File: config.mk
export PLATFORM = sky130hd
export DESIGN_NAME = pipe_stage_skid
export DESIGN_NICKNAME = d
export VERILOG_FILES = /design/src/rtl/pipe_pkg.sv /design/src/rtl/pipe_stage_skid_sat_counter.sv /design/src/rtl/pipe_stage_skid.sv
export SDC_FILE = /design/constraint.sdc
export NUM_CORES = 1
export LEC_CHECK = 0
export ABC_AREA = 1
export CELL_PAD_IN_SITES_DETAIL_PLACEMENT = 0
export CELL_PAD_IN_SITES_GLOBAL_PLACEMENT = 2
export CORE_MARGIN = 3
export CORE_UTILIZATION = 31
export CTS_BUF_LIST = sky130_fd_sc_hd__clkbuf_8
export DETAILED_ROUTE_END_ITERATION = 8
export PLACE_DENSITY_LB_ADDON = 0.1
export SLEW_MARGIN = 10
export SYNTH_ARGS = -nofsm -noshare
export SYNTH_HDL_FRONTEND = slang
export SYNTH_SLANG_ARGS = --single-unit
File: constraint.sdc
create_clock -name clk -period 4.7 [get_ports clk]
set_clock_uncertainty 0.1 [all_clocks]
set_input_delay 0.705 -clock clk [delete_from_list [all_inputs] [get_ports clk]]
set_output_delay 0.705 -clock clk [all_outputs]
set_load 0.05 [all_outputs]
File: src/rtl/pipe_pkg.sv
// Shared types and MEM->WB payload layout for elastic pipeline-stage registers.
package pipe_pkg;

   typedef enum logic [1:0] {
      EMPTY = 2'd0,
      BUSY  = 2'd1,
      FULL  = 2'd2
   } skid_state_t;

   localparam int unsigned MEMWB_DATA_W = 68;
   localparam int unsigned MEMWB_CTRL_W = 2;

   localparam int unsigned MEMWB_RD_MSB     = 67;
   localparam int unsigned MEMWB_RD_LSB     = 36;
   localparam int unsigned MEMWB_ALUOUT_MSB = 35;
   localparam int unsigned MEMWB_ALUOUT_LSB = 4;
   localparam int unsigned MEMWB_WA3_MSB    = 3;
   localparam int unsigned MEMWB_WA3_LSB    = 0;

   typedef struct packed {
      logic [31:0] rd;
      logic [31:0] alu_out;
      logic [3:0]  wa3;
   } memwb_data_t;

   // Number of beats held in each state.
   function automatic logic [1:0] occ_of(skid_state_t s);
      case (s)
         EMPTY:   occ_of = 2'd0;
         BUSY:    occ_of = 2'd1;
         default: occ_of = 2'd2;
      endcase
   endfunction

endpackage

File: src/rtl/pipe_stage_skid_sat_counter.sv
// Saturating up-counter with synchronous clear; clear wins over increment.
module sat_counter #(
   parameter int unsigned W = 16
) (
   input  logic         clk,
   input  logic         reset,
   input  logic         inc,
   input  logic         clr,
   output logic [W-1:0] cnt
);

   logic [W-1:0] cnt_q;
   logic [W-1:0] cnt_d;

   always_comb begin
      cnt_d = cnt_q;
      if (clr) begin
         cnt_d = '0;
      end else if (inc && (cnt_q != {W{1'b1}})) begin
         cnt_d = cnt_q + W'(1);
      end
   end

   always_ff @(posedge clk) begin
      if (reset) begin
         cnt_q <= '0;
      end else begin
         cnt_q <= cnt_d;
      end
   end

   assign cnt = cnt_q;

endmodule

File: src/rtl/pipe_stage_skid.sv
// Elastic pipeline-stage register with a 2-entry skid buffer so in_ready depends on state only.
module pipe_stage_skid
   import pipe_pkg::*;
#(
   parameter int unsigned DATA_W = MEMWB_DATA_W,
   parameter int unsigned CTRL_W = MEMWB_CTRL_W,
   parameter int unsigned STAT_W = 16
) (
   input  logic              clk,
   input  logic              reset,
   input  logic              flush,
   input  logic              in_valid,
   output logic              in_ready,
   input  logic [DATA_W-1:0] in_data,
   input  logic [CTRL_W-1:0] in_ctrl,
   output logic              out_valid,
   input  logic              out_ready,
   output logic [DATA_W-1:0] out_data,
   output logic [CTRL_W-1:0] out_ctrl,
   output logic [1:0]        occupancy,
   input  logic              stat_clr,
   output logic [STAT_W-1:0] stall_cnt,
   output logic [STAT_W-1:0] bubble_cnt
);

   localparam int unsigned ENT_W = DATA_W + CTRL_W;

   skid_state_t      state_q, state_d;
   logic [ENT_W-1:0] main_q, main_d;
   logic [ENT_W-1:0] skid_q, skid_d;
   logic [ENT_W-1:0] in_ent;
   logic             in_xfer;
   logic             out_xfer;

   assign in_ent   = {in_ctrl, in_data};
   assign in_xfer  = in_valid & in_ready;
   assign out_xfer = out_valid & out_ready;

   always_comb begin
      state_d = state_q;
      main_d  = main_q;
      skid_d  = skid_q;
      case (state_q)
         EMPTY: begin
            if (in_xfer) begin
               state_d = BUSY;
               main_d  = in_ent;
            end
         end
         BUSY: begin
            if (in_xfer && out_xfer) begin
               main_d = in_ent;
            end else if (in_xfer && !out_ready) begin
               state_d = FULL;
               skid_d  = in_ent;
            end else if (!in_valid && out_xfer) begin
               state_d = EMPTY;
            end
         end
         FULL: begin
            // Skid drains into main before any new beat is accepted, preserving order.
            if (out_ready) begin
               state_d = BUSY;
               main_d  = skid_q;
            end
         end
         default: state_d = EMPTY;
      endcase
      if (flush) begin
         state_d = EMPTY;
      end
   end

   always_ff @(posedge clk) begin
      if (reset) begin
         state_q <= EMPTY;
         main_q  <= '0;
         skid_q  <= '0;
      end else begin
         state_q <= state_d;
         main_q  <= main_d;
         skid_q  <= skid_d;
      end
   end

   assign in_ready  = (state_q != FULL);
   assign out_valid = (state_q != EMPTY);
   assign out_data  = main_q[DATA_W-1:0];
   // Control bits are gated so a bubble never carries RegWrite downstream.
   assign out_ctrl  = main_q[ENT_W-1:DATA_W] & {CTRL_W{out_valid}};
   assign occupancy = occ_of(state_q);

   sat_counter #(.W(STAT_W)) u_stall_cnt (
      .clk   (clk),
      .reset (reset),
      .inc   (out_valid & ~out_ready),
      .clr   (stat_clr),
      .cnt   (stall_cnt)
   );

   sat_counter #(.W(STAT_W)) u_bubble_cnt (
      .clk   (clk),
      .reset (reset),
      .inc   (out_ready & ~out_valid),
      .clr   (stat_clr),
      .cnt   (bubble_cnt)
   );

endmodule
==> flow_summary.json, run 1 <==
{
  "avgViaCountPerCell": 4.50,
  "drt_wl_total_mm": 21.7,
  "cts.reportedPaths.clkPinSlew_ps": 100,
  "slew_violations": 0,
  "synth_area_leaders": "dfxtp_1 43%, o21ai_0 11%, nor2_1 9.3%",
  "min_from": "skid_q[55]$_SDFFE_PP0P_",
  "drc_errors": 0,
  "grt_pass1_wl_mm": 36.2,
  "fp.dieW_um": 167,
  "end_kind": "output pin",
  "core_sq_um": 25400,
  "htreeDepth": 4,
  "worstMarginPinSlew_ps": 1040,
  "multi_input_area_sq_um": 3440,
  "hold_ws_ps": 351,
  "place_area_sq_um": 9550,
  "yosys_register_bits": 174,
  "grt_start_max_net_pins": 141,
  "clk-insertion-delay-late_ps": 470,
  "hold_viol_final": 0,
  "yosysTopAreaCellShare_pct": 43.1,
  "slew_headroom_pct": 30.3,
  "die_area_sq_um": 28000,
  "slowest_delay_ps": 1020,
  "ios": 182,
  "ctsRootBufferMaster": "clkbuf_8",
  "n_fill_cell": 2747,
  "drt_iter0_markers": 379,
  "antenna_found_initial": 0,
  "numCtsBuffers": 17,
  "p_int_w": 0.00218,
  "fmax_ghz": 0.294,
  "worst_ep_required_time_ps": 3890,
  "portBuffers": 181,
  "hpwl_mm": 13.8,
  "placed_cells": 1519,
  "outcome": "completed",
  "switching_share_pct": 31.5,
  "rsz0062_at_grt": "no",
  "start_util_pct": 31.8,
  "fin_crit_sh_pct": 72.5,
  "netSwitchingPower_w": 0.00100,
  "reg2reg_from": "state_q[1]$_SDFFE_PP0P_",
  "worst_slack_ps": 1290,
  "die_y_um": 167,
  "post_cts_resized": 0,
  "sequentialPowerShare_pct": 49.3,
  "ant_nets": 0,
  "seq_area_frac_synth_pct": 43.1,
  "seqCellArea_sq_um": 3480,
  "cts_setup_buffers": 0,
  "synth_nets": 1216,
  "tns_ps": 0,
  "gp_congestion": 0.721,
  "cp-start-kind": "flop",
  "setup_viol": 0,
  "yosysTopAreaCell": "dfxtp_1",
  "cts_buffer_depth": 2,
  "ys_types": 26,
  "area_delta_synth_final_pct": 23.1,
  "core.rowCount": 58,
  "grt_pass1_vias": 6849,
  "peakVddDrop_mv": 0.169,
  "place_ws_ps": 1730,
  "cp_max_fo": 24,
  "syn_area_sq_um": 8070,
  "track_usage_pct": 15.7,
  "overflow": 0,
  "critPathLaunch": "state_q[1]$_SDFFE_PP0P_",
  "fin_crit_ps": 3410,
  "critPathSlowestCell": "dfxtp_1",
  "first_pass_iters": 4,
  "critPathKind": "flop to output pin",
  "final_common_cell": "nor2_1",
  "cts_hold_buf": 0,
  "drive_gt1_share_pct": 4.18,
  "critPathArrivalTime_ps": 2600,
  "p_comb_share_pct": 17.4,
  "cts_sinks": 174,
  "wl_per_cell_um": 14.0,
  "avgSynthCellArea_sq_um": 7.09,
  "most-common-layout-cells": "199 x nor2_1, 181 x clkdlybuf4s50_1, 178 x nand2_1, 174 x dfxtp_1, 173 x o21ai_0",
  "yosys_warnings": 0,
  "power.leakage_nw": 3.85,
  "syn_inst": 1138,
  "cts_tree": "done",
  "max_cap_viol_count": 0,
  "path_cells": "nor2_4, nor2_1, clkdlybuf4s50_1",
  "clockPowerShare_pct": 33.3,
  "holdCritPathClass": "flop to flop",
  "instances_no_fill": 1552,
  "finalNetCount": 1286,
  "power_density_nw_per_um2": 320,
  "vias": 6990,
  "fin_area_sq_um": 9940
}
[stage by stage]
step | power [W] | utilization, %
final | 0.00318 | 39.1
after global routing | 0.00335 | 39.1
after CTS | 0.00325 | 39.1
after detailed placement | 0.00217 | 37.6
after global placement | 0.00217 | 37.6
after floorplan | 0.00201 | -
[routing by layer]
metal / vias up / wire (um) / GRT usage [%]
li1: 3729 / - / -
met1: 3122 / 10500 / 21.2
met2: 127 / 10000 / 25.4
met3: 12 / 922 / 3.82
met4: 0 / 219 / 3.74
met5: - / 0 / 0
[final timing paths]
path                             endpoint  slack (ps)  cells past startpoint
hold / removal    skid_q[55]$_SDFFE_PP0P_         350                      2
setup reg to reg  skid_q[23]$_SDFFE_PP0P_        1780                      5
hold reg to reg   skid_q[55]$_SDFFE_PP0P_         350                      2
setup / recovery              out_ctrl[0]        1290                      3
[cell families (layout without fill, tap and decap cells)]
family / Yosys count / in the layout / share of synthesized area, %
AOI/OAI and AO/OA: 276 / 276 / 18.2
xor gates and xnor gates: 13 / 13 / 1.41
adders and majority gates: 2 / 2 / 0.310
buffers and inverters: 224 / 307 / 14.4
DFF: 174 / 174 / 43.1
other: 0 / 1 / 0
and+or+nand+nor: 449 / 449 / 22.6
[final cells by class]
cell class | count | area share [%]
multi-input combinational | 740 | 34.6
tap | 330 | 4.16
timing repair buffer | 187 | 18.9
antenna | 1 | 0.0252
clock inverter | 15 | 1.54
sequential | 174 | 35.1
inverter | 88 | 3.34
clock buffer | 17 | 2.35
[critical path: cells and delay by family, from the launching register on]
kind	cells	cell delay, ps
flops	1	1020
buf+inv	1	860
simple gates	2	270
[synth_stat cells, drive strengths merged]
master	n
o21ai	181
nand4	9
a21oi	78
clkinv	1
dfxtp	174
ha	2
inv	87
nand2	181
o211ai	1
nand3b	1
clkbuf	35
o211a	16
xor2	7
nand3	52
or2	1
buf	101
xnor2	6
nor2	205
[power groups by stage]
stage	sequential [W]	clock, W	combinational [W]
3_5_place_dp	0.00161	0	0.000561
3_3_place_gp	0.00161	0	0.000560
6_report	0.00157	0.00106	0.000553
2_1_floorplan	0.00160	0	0.000414
4_1_cts	0.00157	0.00112	0.000563
5_1_grt	0.00158	0.00117	0.000603
[flip-flops by register name, summed over array words and instances, names as in the netlist]
name,flops
main_q,70
u_bubble_cnt.cnt,16
u_stall_cnt.cnt,16
state_q,2
skid_q,70
Note: power is estimated with default switching activity, not from simulation.
==> run 2: changes to the inputs <==
CORE_UTILIZATION = 29   (was 31)
clock period = 3.35 ns   (was 4.7 ns; I/O delays follow)
==> run 2 against run 1 <==
Compared with the run above: clock-buffer cell count unchanged; non-clock buffer count up 4; global-route usage down 0.74 points; clock power up 44%; first-iteration DRC count up 14%; power up 42%; sequential cell count unchanged; cell count up 2.9%; wire length up 3.2%; sequential share of layout area down 0.48 points.
==> flow_summary.json, run 2 (synthesis results as in run 1) <==
{
  "hold_depth": 2,
  "drc_errors": 0,
  "fp.dieW_um": 173,
  "area_delta_synth_final_pct": 24.8,
  "ant_nets": 0,
  "hold_viol_final": 0,
  "tns_ps": 0,
  "track_usage_pct": 15.0,
  "final_common_cell": "nor2_1",
  "wl_per_cell_um": 14.0,
  "cts.reportedPaths.clkPinSlew_ps": 90,
  "antenna_found_initial": 1,
  "core.rowCount": 60,
  "slew_violations": 0,
  "reg2reg_depth": 7,
  "drive_gt1_share_pct": 4.57,
  "cts_setup_buffers": 0,
  "cts_tree": "done",
  "power_density_nw_per_um2": 448,
  "avgViaCountPerCell": 4.44,
  "path_buf_inv": 2,
  "finalNetCount": 1290,
  "place_ws_ps": 821,
  "grt_start_max_net_pins": 141,
  "overflow": 0,
  "die_area_sq_um": 29900,
  "min_from": "skid_q[39]$_SDFFE_PP0P_",
  "fmax_ghz": 0.341,
  "rsz0062_at_grt": "no",
  "worst_slack_ps": 418,
  "start_util_pct": 29.7,
  "ios": 182,
  "core_sq_um": 27200,
  "slowest_delay_ps": 840,
  "critPathArrivalTime_ps": 2330,
  "vias": 7090,
  "critPathKind": "flop to output pin",
  "power.leakage_nw": 3.90,
  "r2r_slack_ps": 1140,
  "fin_crit_sh_pct": 87.5,
  "setup_viol": 0,
  "post_cts_resized": 0,
  "cp_max_fo": 13,
  "gp_congestion": 0.726,
  "numCtsBuffers": 17,
  "end_kind": "output pin",
  "ctsRootBufferMaster": "clkbuf_8",
  "drt_iter0_markers": 433,
  "diodes": 0,
  "critPathSlowestCell": "clkdlybuf4s50_1",
  "grt_pass1_vias": 6787,
  "holdPathEnd": "skid_q[39]$_SDFFE_PP0P_",
  "peakVddDrop_mv": 0.212,
  "holdCritPathClass": "flop to flop",
  "grt_pass1_wl_mm": 36.6,
  "path_cells": "buf_4, clkdlybuf4s50_1",
  "reg_top3": "main_q (70), skid_q (70)",
  "reg2reg_from": "state_q[1]$_SDFFE_PP0P_",
  "cts_sinks": 174,
  "portBuffers": 181,
  "cts_hold_buf": 0,
  "power_w": 0.00452,
  "outcome": "completed",
  "clk-insertion-delay-late_ps": 450,
  "hpwl_mm": 14.4,
  "regToRegEndpoint": "main_q[1]$_SDFFE_PP0P_",
  "die_y_um": 173,
  "worstMarginPinSlew_ps": 821,
  "max_cap_viol_count": 0,
  "cts_buffer_depth": 2,
  "first_pass_iters": 5,
  "htreeDepth": 4,
  "fin_crit_ps": 2930,
  "cp-start-kind": "flop",
  "most-common-layout-cells": "199 x nor2_1, 181 x clkdlybuf4s50_1, 178 x nand2_1, 174 x dfxtp_1, 173 x o21ai_0",
  "slew_headroom_pct": 45.2,
  "drt_wl_total_mm": 22.4,
  "crit_family": "buffers and inverters",
  "worst_ep_required_time_ps": 2750
}
## run 2: stage by stage
| stage | utilization, % | cell area [sq um] | instances | hold slack [ps] |
|---|---|---|---|---|
| global placement | 35.6 | 9670 | 1565 | 335 |
| detailed placement | 35.6 | 9670 | 1565 | 340 |
| finish | 37.1 | 10100 | 1597 | 351 |
| floorplan | - | 8070 | 1138 | 325 |
| global route | 37.1 | 10100 | 1597 | 373 |
| CTS | 37.1 | 10100 | 1597 | 356 |
## run 2: how the worst max path moves through the flow
stage | start | endpoint | slack (ps) | cells after the start
global placement | in_valid | main_q[67]$_SDFFE_PP0P_ | 840 | 8
global route | state_q[1]$_SDFFE_PP0P_ | out_ctrl[1] | 280 | 3
finish | state_q[1]$_SDFFE_PP0P_ | occupancy[1] | 420 | 2
floorplan | state_q[0]$_SDFFE_PP0P_ | skid_q[0]$_SDFFE_PP0P_ | 1210 | 7
detailed placement | in_valid | main_q[6]$_SDFFE_PP0P_ | 820 | 8
CTS | state_q[1]$_SDFFE_PP0P_ | occupancy[1] | 350 | 2
## run 2: layout make-up
type	instances	area (sq um)
Clock buffer	17	234
Clock inverter	15	173
Fill cell	2972	17100
Inverter	88	332
Multi-Input combinational cell	740	3440
Sequential cell	174	3480
Tap cell	372	465
Timing Repair Buffer	191	1950
## run 2: worst min-delay path, delay by kind of cell, from the launching register on
kind	cells	cell delay, ps
DFF	1	310
buffers and inverters	1	50
AOI/OAI and AO/OA	1	50
## run 2: where the power goes
part	internal, W	switching, W
logic	0.000290	0.000495
registers	0.00216	0.0000449
clock network	0.000630	0.000899
total	0.00308	0.00144
## run 2: metal layers
| metal | share of wire, % | track usage [%] | up-vias | wire length (um) |
|---|---|---|---|---|
| met4 | 0.65 | 3.04 | 2 | 145 |
| met1 | 49 | 20.2 | 3189 | 10900 |
| li1 | - | - | 3745 | - |
| met2 | 46 | 24.1 | 144 | 10200 |
| met3 | 4.9 | 4.06 | 10 | 1100 |
| met5 | 0.058 | 0 | - | 13 |
